**src/rtl/progmem_loadable_if.sv**
```systemverilog
`default_nettype none
// ============================================================================
//  Module      : progmem_loadable_if
//  Description : Bundle of load-port and fetch-port signals for the loadable
//                program memory.
//                Load port : load_en, ld_valid, ld_data -> ld_ready,
//                            ld_count, ld_overflow
//                Fetch port: fetch_req, fetch_addr -> fetch_valid,
//                            fetch_data, fetch_fault
//                Status    : busy
//                master = loader/CPU side, slave = memory side.
//  Revision    : 1.0 - initial release
// ============================================================================
interface progmem_loadable_if #(
    parameter int DATA_W = 8,
    parameter int ADDR_W = 8
);
    logic              load_en;
    logic              ld_valid;
    logic [DATA_W-1:0] ld_data;
    logic              ld_ready;
    logic [ADDR_W:0]   ld_count;
    logic              ld_overflow;
    logic              fetch_req;
    logic [ADDR_W-1:0] fetch_addr;
    logic              fetch_valid;
    logic [DATA_W-1:0] fetch_data;
    logic              fetch_fault;
    logic              busy;

    modport master (
        output load_en, ld_valid, ld_data, fetch_req, fetch_addr,
        input  ld_ready, ld_count, ld_overflow,
        input  fetch_valid, fetch_data, fetch_fault, busy
    );

    modport slave (
        input  load_en, ld_valid, ld_data, fetch_req, fetch_addr,
        output ld_ready, ld_count, ld_overflow,
        output fetch_valid, fetch_data, fetch_fault, busy
    );
endinterface
`default_nettype wire

```
**src/rtl/progmem_loadable.sv**
```systemverilog
`default_nettype none
// ============================================================================
//  Module      : progmem_loadable
//  Description : DEPTH-word program memory, filled at runtime through a
//                valid/ready word stream and read by the fetch unit through
//                a registered one-cycle port. Out-of-range fetches return
//                NOP (0) with fetch_fault set.
//  Ports       : clk, rst (async, active high)
//                bus (progmem_loadable_if.slave): load port, fetch port, busy
//  Revision    : 1.0 - initial release
// ============================================================================
module progmem_loadable #(
    parameter int DATA_W = 8,
    parameter int ADDR_W = 8,
    parameter int DEPTH  = 32
) (
    input  wire logic           clk,
    input  wire logic           rst,
    progmem_loadable_if.slave   bus
);
    // Index width into the array; range checks keep the unused upper
    // index values (non power-of-two DEPTH) from ever being used.
    localparam int              c_idx_w = (DEPTH > 1) ? $clog2(DEPTH) : 1;
    localparam logic [ADDR_W:0] c_depth = (ADDR_W+1)'(DEPTH);

    localparam logic [0:0] c_st_run  = 1'b0;
    localparam logic [0:0] c_st_load = 1'b1;

    logic [0:0]        r_state;
    logic [0:0]        w_state_nxt;
    logic [ADDR_W:0]   r_wp;           // doubles as ld_count
    logic              r_overflow;
    logic              r_fetch_valid;
    logic [DATA_W-1:0] r_fetch_data;
    logic              r_fetch_fault;
    logic [DATA_W-1:0] r_mem [0:DEPTH-1];

    logic              w_ld_ready;
    logic              w_wr_en;
    logic              w_ovf_set;
    logic              w_load_entry;
    logic              w_fetch_acc;
    logic              w_fetch_in_range;
    logic [c_idx_w-1:0] w_wr_idx;
    logic [c_idx_w-1:0] w_rd_idx;

    // ---------------- state register ----------------
    always_ff @(posedge clk or posedge rst) begin
        if (rst) begin
            r_state <= c_st_run;
        end else begin
            r_state <= w_state_nxt;
        end
    end

    // ---------------- next-state logic ----------------
    always_comb begin
        w_state_nxt = r_state;
        case (r_state)
            c_st_run:  if (bus.load_en)  w_state_nxt = c_st_load;
            c_st_load: if (!bus.load_en) w_state_nxt = c_st_run;
            default:   w_state_nxt = c_st_run;
        endcase
    end

    // ---------------- state-decoded controls ----------------
    always_comb begin
        w_ld_ready   = 1'b0;
        w_load_entry = 1'b0;
        w_fetch_acc  = 1'b0;
        case (r_state)
            c_st_run: begin
                w_load_entry = bus.load_en;
                // load_en high on a RUN edge means load wins; fetch dropped
                w_fetch_acc  = bus.fetch_req && !bus.load_en;
            end
            c_st_load: begin
                w_ld_ready = (r_wp < c_depth);
            end
            default: ;
        endcase
    end

    assign w_wr_en          = w_ld_ready && bus.ld_valid;
    assign w_ovf_set        = (r_state == c_st_load) && !w_ld_ready && bus.ld_valid;
    assign w_fetch_in_range = ({1'b0, bus.fetch_addr} < c_depth);
    assign w_wr_idx         = r_wp[c_idx_w-1:0];
    assign w_rd_idx         = bus.fetch_addr[c_idx_w-1:0];

    // ---------------- load pointer / overflow flag ----------------
    always_ff @(posedge clk or posedge rst) begin
        if (rst) begin
            r_wp       <= '0;
            r_overflow <= 1'b0;
        end else if (w_load_entry) begin
            r_wp       <= '0;
            r_overflow <= 1'b0;
        end else begin
            if (w_wr_en) begin
                r_wp <= r_wp + 1'b1;
            end
            if (w_ovf_set) begin
                r_overflow <= 1'b1;
            end
        end
    end

    // ---------------- storage (not reset; contents survive rst) ----------------
    always_ff @(posedge clk) begin
        if (w_wr_en) begin
            r_mem[w_wr_idx] <= bus.ld_data;
        end
    end

    // ---------------- registered fetch port ----------------
    always_ff @(posedge clk or posedge rst) begin
        if (rst) begin
            r_fetch_valid <= 1'b0;
            r_fetch_data  <= '0;
            r_fetch_fault <= 1'b0;
        end else if (w_fetch_acc) begin
            r_fetch_valid <= 1'b1;
            r_fetch_data  <= w_fetch_in_range ? r_mem[w_rd_idx] : '0;
            r_fetch_fault <= !w_fetch_in_range;
        end else begin
            r_fetch_valid <= 1'b0;
            r_fetch_data  <= '0;
            r_fetch_fault <= 1'b0;
        end
    end

    assign bus.ld_ready    = w_ld_ready;
    assign bus.ld_count    = r_wp;
    assign bus.ld_overflow = r_overflow;
    assign bus.fetch_valid = r_fetch_valid;
    assign bus.fetch_data  = r_fetch_data;
    assign bus.fetch_fault = r_fetch_fault;
    assign bus.busy        = (r_state == c_st_load);

endmodule
`default_nettype wire
```
**src/flat_wrapper.sv**
```systemverilog
// flat-port wrapper written by rule: the top's interface ports become plain ports
module progmem_loadable_flat 
#(
    parameter int DATA_W = 8,
    parameter int ADDR_W = 8,
    parameter int DEPTH  = 32
)
  (clk, rst, bus_load_en, bus_ld_valid, bus_ld_data, bus_fetch_req, bus_fetch_addr, bus_ld_ready, bus_ld_count, bus_ld_overflow, bus_fetch_valid, bus_fetch_data, bus_fetch_fault, bus_busy);
  progmem_loadable_if #(.DATA_W(DATA_W), .ADDR_W(ADDR_W)) bus_i ();
  input  wire logic clk;
  input  wire logic rst;
  input wire logic [$bits(bus_i.load_en)-1:0] bus_load_en;
  input wire logic [$bits(bus_i.ld_valid)-1:0] bus_ld_valid;
  input wire logic [$bits(bus_i.ld_data)-1:0] bus_ld_data;
  input wire logic [$bits(bus_i.fetch_req)-1:0] bus_fetch_req;
  input wire logic [$bits(bus_i.fetch_addr)-1:0] bus_fetch_addr;
  output wire logic [$bits(bus_i.ld_ready)-1:0] bus_ld_ready;
  output wire logic [$bits(bus_i.ld_count)-1:0] bus_ld_count;
  output wire logic [$bits(bus_i.ld_overflow)-1:0] bus_ld_overflow;
  output wire logic [$bits(bus_i.fetch_valid)-1:0] bus_fetch_valid;
  output wire logic [$bits(bus_i.fetch_data)-1:0] bus_fetch_data;
  output wire logic [$bits(bus_i.fetch_fault)-1:0] bus_fetch_fault;
  output wire logic [$bits(bus_i.busy)-1:0] bus_busy;
  assign bus_i.load_en = bus_load_en;
  assign bus_i.ld_valid = bus_ld_valid;
  assign bus_i.ld_data = bus_ld_data;
  assign bus_i.fetch_req = bus_fetch_req;
  assign bus_i.fetch_addr = bus_fetch_addr;
  assign bus_ld_ready = bus_i.ld_ready;
  assign bus_ld_count = bus_i.ld_count;
  assign bus_ld_overflow = bus_i.ld_overflow;
  assign bus_fetch_valid = bus_i.fetch_valid;
  assign bus_fetch_data = bus_i.fetch_data;
  assign bus_fetch_fault = bus_i.fetch_fault;
  assign bus_busy = bus_i.busy;
  progmem_loadable #(.DATA_W(DATA_W), .ADDR_W(ADDR_W), .DEPTH(DEPTH)) u_core (.clk(clk), .rst(rst), .bus(bus_i));
endmodule
```
**config.mk**
```make
export PLATFORM = sky130hd
export DESIGN_NAME = progmem_loadable_flat
export DESIGN_NICKNAME = d
export VERILOG_FILES = /design/src/rtl/progmem_loadable_if.sv /design/src/rtl/progmem_loadable.sv /design/src/flat_wrapper.sv
export SDC_FILE = /design/constraint.sdc
export NUM_CORES = 1
export LEC_CHECK = 0
export BUFFER_PORTS_ARGS = -buffer_cell sky130_fd_sc_hd__buf_4
export CAP_MARGIN = 20
export CORE_UTILIZATION = 45
export DETAILED_ROUTE_END_ITERATION = 8
export PLACE_DENSITY_LB_ADDON = 0.2
export SETUP_SLACK_MARGIN = 0.02
export SYNTH_ARGS = -nofsm -noshare
export SYNTH_HDL_FRONTEND = slang
export SYNTH_SLANG_ARGS = --single-unit
```
**constraint.sdc**
```tcl
create_clock -name clk -period 3.7 [get_ports clk]
set_input_delay 0.185 -clock clk [delete_from_list [all_inputs] [get_ports clk]]
set_output_delay 0.185 -clock clk [all_outputs]
set_load 0.05 [all_outputs]
```
---- Word level (Yosys, flattened, before mapping) ----
Memories as Yosys holds them, arrays and structs flattened.
Index checks and enable logic that the tools add are counted.
word-level totals
  register bits after elaboration ......... 21
  memory bits (writable) .................. 256
  input port bits ......................... 21
  output and inout port bits .............. 22
  word-level logic and storage cells ...... 33
  memories ................................ 1
operators by class
  $add $sub $neg .......................... 1
  $lt $le $gt $ge ......................... 2
  mux-type cells .......................... 14
  reductions and logical operators ........ 9
memories
  memory        words  width  rd ports  clocked after memory_dff  wr ports  line                    text
  u_core.r_mem  32     8      1         0                         1         progmem_loadable.sv:36  logic [DATA_W-1:0] r_mem [0:DEPTH-1];
operators with widths
  cell                   count
  $mux W9                2
  $mux W8                2
  $mux W1                10
  $add A9 B1 Y9 const B  1
  $lt A9 B6 Y1 const B   1
  $lt A8 B6 Y1 const B   1
  $logic_and A1 B1 Y1    4
  $reduce_bool A2 Y1     2
  $logic_not A1 Y1       3

---- Logic depth before layout (Yosys ltp) ----
  depth after elaboration ................. 7
  mapped depth ............................ 7
  gate-level depth less buffers ........... 4

---- Worst setup path before layout ----
OpenSTA, ideal clock, no wires.
  kind .................................... register -> register
  start ................................... reg u_core.r_wp[5] (netlist: u_core.bus.ld_count[5])
  end ..................................... mem u_core.r_mem[0][0] (enable)
  library setup time ...................... 0.370 ns
  arrival ................................. 1.948 ns
  data required time ...................... 3.330 ns
  path slack .............................. 1.382 ns
  stages on the path, launching flop included .. 6
  path buffers ............................ 1
  clock period less this slack ............ 2.318 ns
  cells stage by stage .................... dfrtp_1 -> nor4_4 -> and2_0 -> clkbuf_1 -> nand2_1 -> nor2_1
on the way
  word-level cells in the longest chain between the ends .. 5
ends and longest elaborated chain
  element                        line                     text
  start: declaration             progmem_loadable.sv:31   logic [ADDR_W:0] r_wp;
  start signal: assignment       progmem_loadable.sv:100  r_wp <= r_wp + 1'b1;
  $lt A9 B6 Y1                   progmem_loadable.sv:78   w_ld_ready = (r_wp < c_depth);
  $mux W1                        progmem_loadable.sv:71   case (r_state)
  $logic_and A1 B1 Y1            progmem_loadable.sv:84   assign w_wr_en = w_ld_ready && bus.ld_valid;
  $mux W1                        progmem_loadable.sv:110  if (w_wr_en) begin
  $mux W1 (not written as such)  progmem_loadable.sv:111  r_mem[w_wr_idx] <= bus.ld_data;
  end: declaration               progmem_loadable.sv:36
No other way between the ends.

---- Worst setup path after layout ----
  start ................................... reg u_core.r_wp[5] (netlist: u_core.bus.ld_count[5])
  end ..................................... mem u_core.r_mem[12][4] (enable)
Same word-level chain as after synthesis.

==> flow_metrics.py <==
metrics = {
    "power": {
        "switching_share_pct": 20.6,
        "ir_drop_v": 0.000357,
        "internal-power_w": 0.00526,
        "power_frac_comb_pct": 5.3,
        "p_clk_share_pct": 42.3,
        "power_density_nw_per_um2": 530,
        "sequentialPowerShare_pct": 52.4,
        "finalPower_w": 0.00662,
        "power.leakage_nw": 4.29,
        "power_switching_w": 0.00136,
    },
    "global_routing": {
        "grt_pass1_wl_mm": 35.7,
        "antenna_found_initial": 0,
        "track_usage_pct": 20.5,
        "globalRouteOverflowTotal": 0,
        "grt_pass1_vias": 5419,
        "grt_max_degree": 65,
    },
    "worst_hold_path": {
        "hold_path.class": "input pin to flop",
        "hold_depth": 3,
    },
    "clock_network": {
        "root_buffer": "clkbuf_16",
        "cts_resized": 0,
        "cts_tree": "built",
        "clock-sinks": 277,
        "post-cts-setup-buffer-count": 0,
        "cts_max_level": 1,
        "insertion_delay_ns": 0.53,
        "holdBufCountCts": 7,
        "cts_buffer_depth": 3,
        "path_clk_slew_ns": 0.06,
        "cts_buffers": 28,
    },
    "routing": {
        "final_antenna_net_count": 0,
        "vias": 5329,
        "drcViolationCount": 0,
        "drtIter0Drc": 599,
        "drt_first_pass_iters": 7,
        "top_layer": "met4",
        "wl_met3_mm": 1.35,
        "drt_wl_total_mm": 24.4,
        "wl_met2_mm": 11.7,
        "vias_per_cell": 5.77,
        "routedWlPerCell_um": 26.4,
        "met1_length_mm": 10.8,
    },
    "synth": {
        "synth_top_flop_cell": "edfxtp_1",
        "synth_edf_count": 256,
        "synthArstFlopShare_pct": 7.58,
        "yosys.area.top_type": "edfxtp_1",
        "synth_top_area_share_pct": 69.9,
        "ys_seq_elements": 277,
        "synth_cells": 530,
        "synth-seq-area-share_pct": 74.6,
        "yosys-top-cells-area": "edfxtp_1, mux4_1, dfrtp_1",
        "ys_types": 43,
        "synth_nets": 555,
        "synth_warnings": 0,
        "synth.avg_cell_area_um2": 20.8,
        "synth_area_um2": 11000,
    },
    "sta": {
        "final-hold-violation-count": 0,
        "fmax_mhz": 366,
        "finalCriticalPeriod_ns": 2.73,
        "finalSetupViolations": 0,
        "worstMarginPinSlew_ns": 0.926,
        "finalCritPeriodShare_pct": 73.8,
        "finalSetupTns_ns": 0,
        "max_slew_margin_pct": 38.2,
        "fin_skew_ns": 0.00796,
        "rsz0062_at_grt": "false",
        "drv_slew": 0,
    },
    "floorplan": {
        "rows": 56,
        "initial_core_util_pct": 46.3,
        "dieArea_um2": 25100,
        "boundaryPins": 43,
        "die_y_um": 158,
        "die_w_um": 158,
        "core_um2": 23800,
    },
    "cells_and_area": {
        "antenna_cells": 0,
        "nets": 608,
        "final_area_um2": 12500,
        "area_growth_pct": 13.5,
        "layout-drive-gt1-share_pct": 17.2,
        "nFillCells": 1852,
    },
    "setup_path": {
        "crit_fanout": 8,
        "worst_ep_arrival_time_ns": 2.89,
        "cp_slowest_cell": "nor2_1",
        "slowest_delay_ns": 0.68,
        "cp_cell_sequence": "nor4_4 -> and2_0 -> nand2_1 -> nor2_1",
        "worstSetupStartpointType": "flop",
        "critical_path_class": "flop to flop",
        "r2r.worst_path.cells": 4,
        "cp-end-kind": "flop",
        "required_ns": 3.86,
    },
    "outcome": {
        "status": "finished, final reports clean",
    },
    "placed_design": {
        "numPortBuffers": 42,
        "routabilityCongestion": 0.910,
        "dp_hpwl_mm": 15.1,
        "place_area_um2": 11500,
    },
    "run": {
        "drv_cap": 0,
    },
}
==> per-stage QoR <==
step                      util, %  cells  worst slack, ns  hold slack (ns)
after floorplan                 -    530             1.38            0.162
after global placement       48.3    865             1.12            0.311
after detailed placement     48.3    865            0.982            0.312
after CTS                    52.6    923            0.983           0.0468
after global routing         52.6    923            0.791           0.0762
final                        52.6    923            0.971           0.0682
==> kinds of logic (layout without fill, tap and decap cells) <==
family | after synthesis | in the layout | share of synthesized area (%)
XOR/XNOR | 3 | 3 | 0.239
AND/OR/NAND/NOR | 80 | 80 | 3.48
adder cells (fa/ha/maj) | 4 | 4 | 0.455
multiplexers | 88 | 88 | 15.8
flip-flops | 277 | 277 | 74.6
buffers and inverters | 33 | 107 | 2.39
AO/OA/AOI/OAI | 45 | 45 | 2.97
==> per-layer routing <==
layer | global-route usage (%) | vias to the layer above
li1 | - | 2305
met3 | 3.29 | 35
met1 | 28.8 | 2793
met4 | 6.41 | 0
met2 | 32.9 | 196
met5 | 0 | -
==> sequential cells by signal (all words and copies together) (netlist names) <==
register	count
u_core.bus.ld_overflow	1
u_core.r_mem	256
u_core.bus.ld_count	9
u_core.bus.busy	1
u_core.bus.fetch_data	8
u_core.bus.fetch_fault	1
u_core.bus.fetch_valid	1
==> synth_stat cells (2+ instances only) <==
cell type,instances
a21oi_1,5
a221o_1,8
a221oi_1,6
a22oi_1,8
a31oi_1,9
and2_1,4
buf_2,4
buf_4,2
buf_6,7
clkbuf_1,5
clkbuf_8,4
dfrtp_1,21
edfxtp_1,256
ha_1,4
inv_1,6
mux2i_1,32
mux4_1,43
mux4_2,13
nand2_1,11
nand3_1,2
nand3b_1,2
nor2_1,45
nor2b_1,5
o2111ai_1,2
o21ai_0,6
or3_1,2
xor2_1,2
==> power groups by stage <==
stage	Combinational (W)	Sequential (W)	Clock, W
6_report	0.000349	0.00347	0.00280
5_1_grt	0.000372	0.00347	0.00297
4_1_cts	0.000353	0.00347	0.00285
3_5_place_dp	0.000347	0.00353	0
3_3_place_gp	0.000344	0.00353	0
2_1_floorplan	0.000189	0.00355	0
==> path summary, 6_finish.rpt <==
| path | endpoint | slack (ns) | startpoint |
|---|---|---|---|
| max in group asynchronous | u_core.bus.fetch_data[3] | 2.70 | rst |
| min in group asynchronous | u_core.bus.ld_count[7] | 0.42 | rst |
| hold / removal | u_core.bus.fetch_data[5] | 0.07 | bus_fetch_addr[3] |
| hold reg to reg | u_core.bus.ld_overflow | 0.55 | u_core.bus.ld_overflow |
| setup reg to reg | u_core.r_mem[12][4] | 0.97 | u_core.bus.ld_count[5] |
| setup / recovery | u_core.r_mem[12][4] | 0.97 | u_core.bus.ld_count[5] |
==> layout by cell type, fill, tap and decap left out, drive strengths merged, types with 8 or more instances in the layout <==
cell type	instances
mux4	56
mux2i	32
nor2	45
edfxtp	256
nand2	11
a31oi	9
a22oi	8
clkbuf	35
a221o	8
dfrtp	21
clkinv	12
buf	42
==> cell type report <==
class                      count  area (um2)  share of cell area, %
multi-input combinational    220        2530                   20.3
tap                          319         399                   3.20
clock buffer                  35         778                   6.23
sequential                   277        8210                   65.8
clock inverter                16         155                   1.24
inverter                       7        26.3                  0.210
timing repair buffer          49         385                   3.09
==> worst max-delay path: cells and delay by family, from the launching register on <==
kind / cells / cell delay (ns)
flip-flops: 1 / 0.42
AND/OR/NAND/NOR: 4 / 1.94
Power figures use the tool's default switching activity.
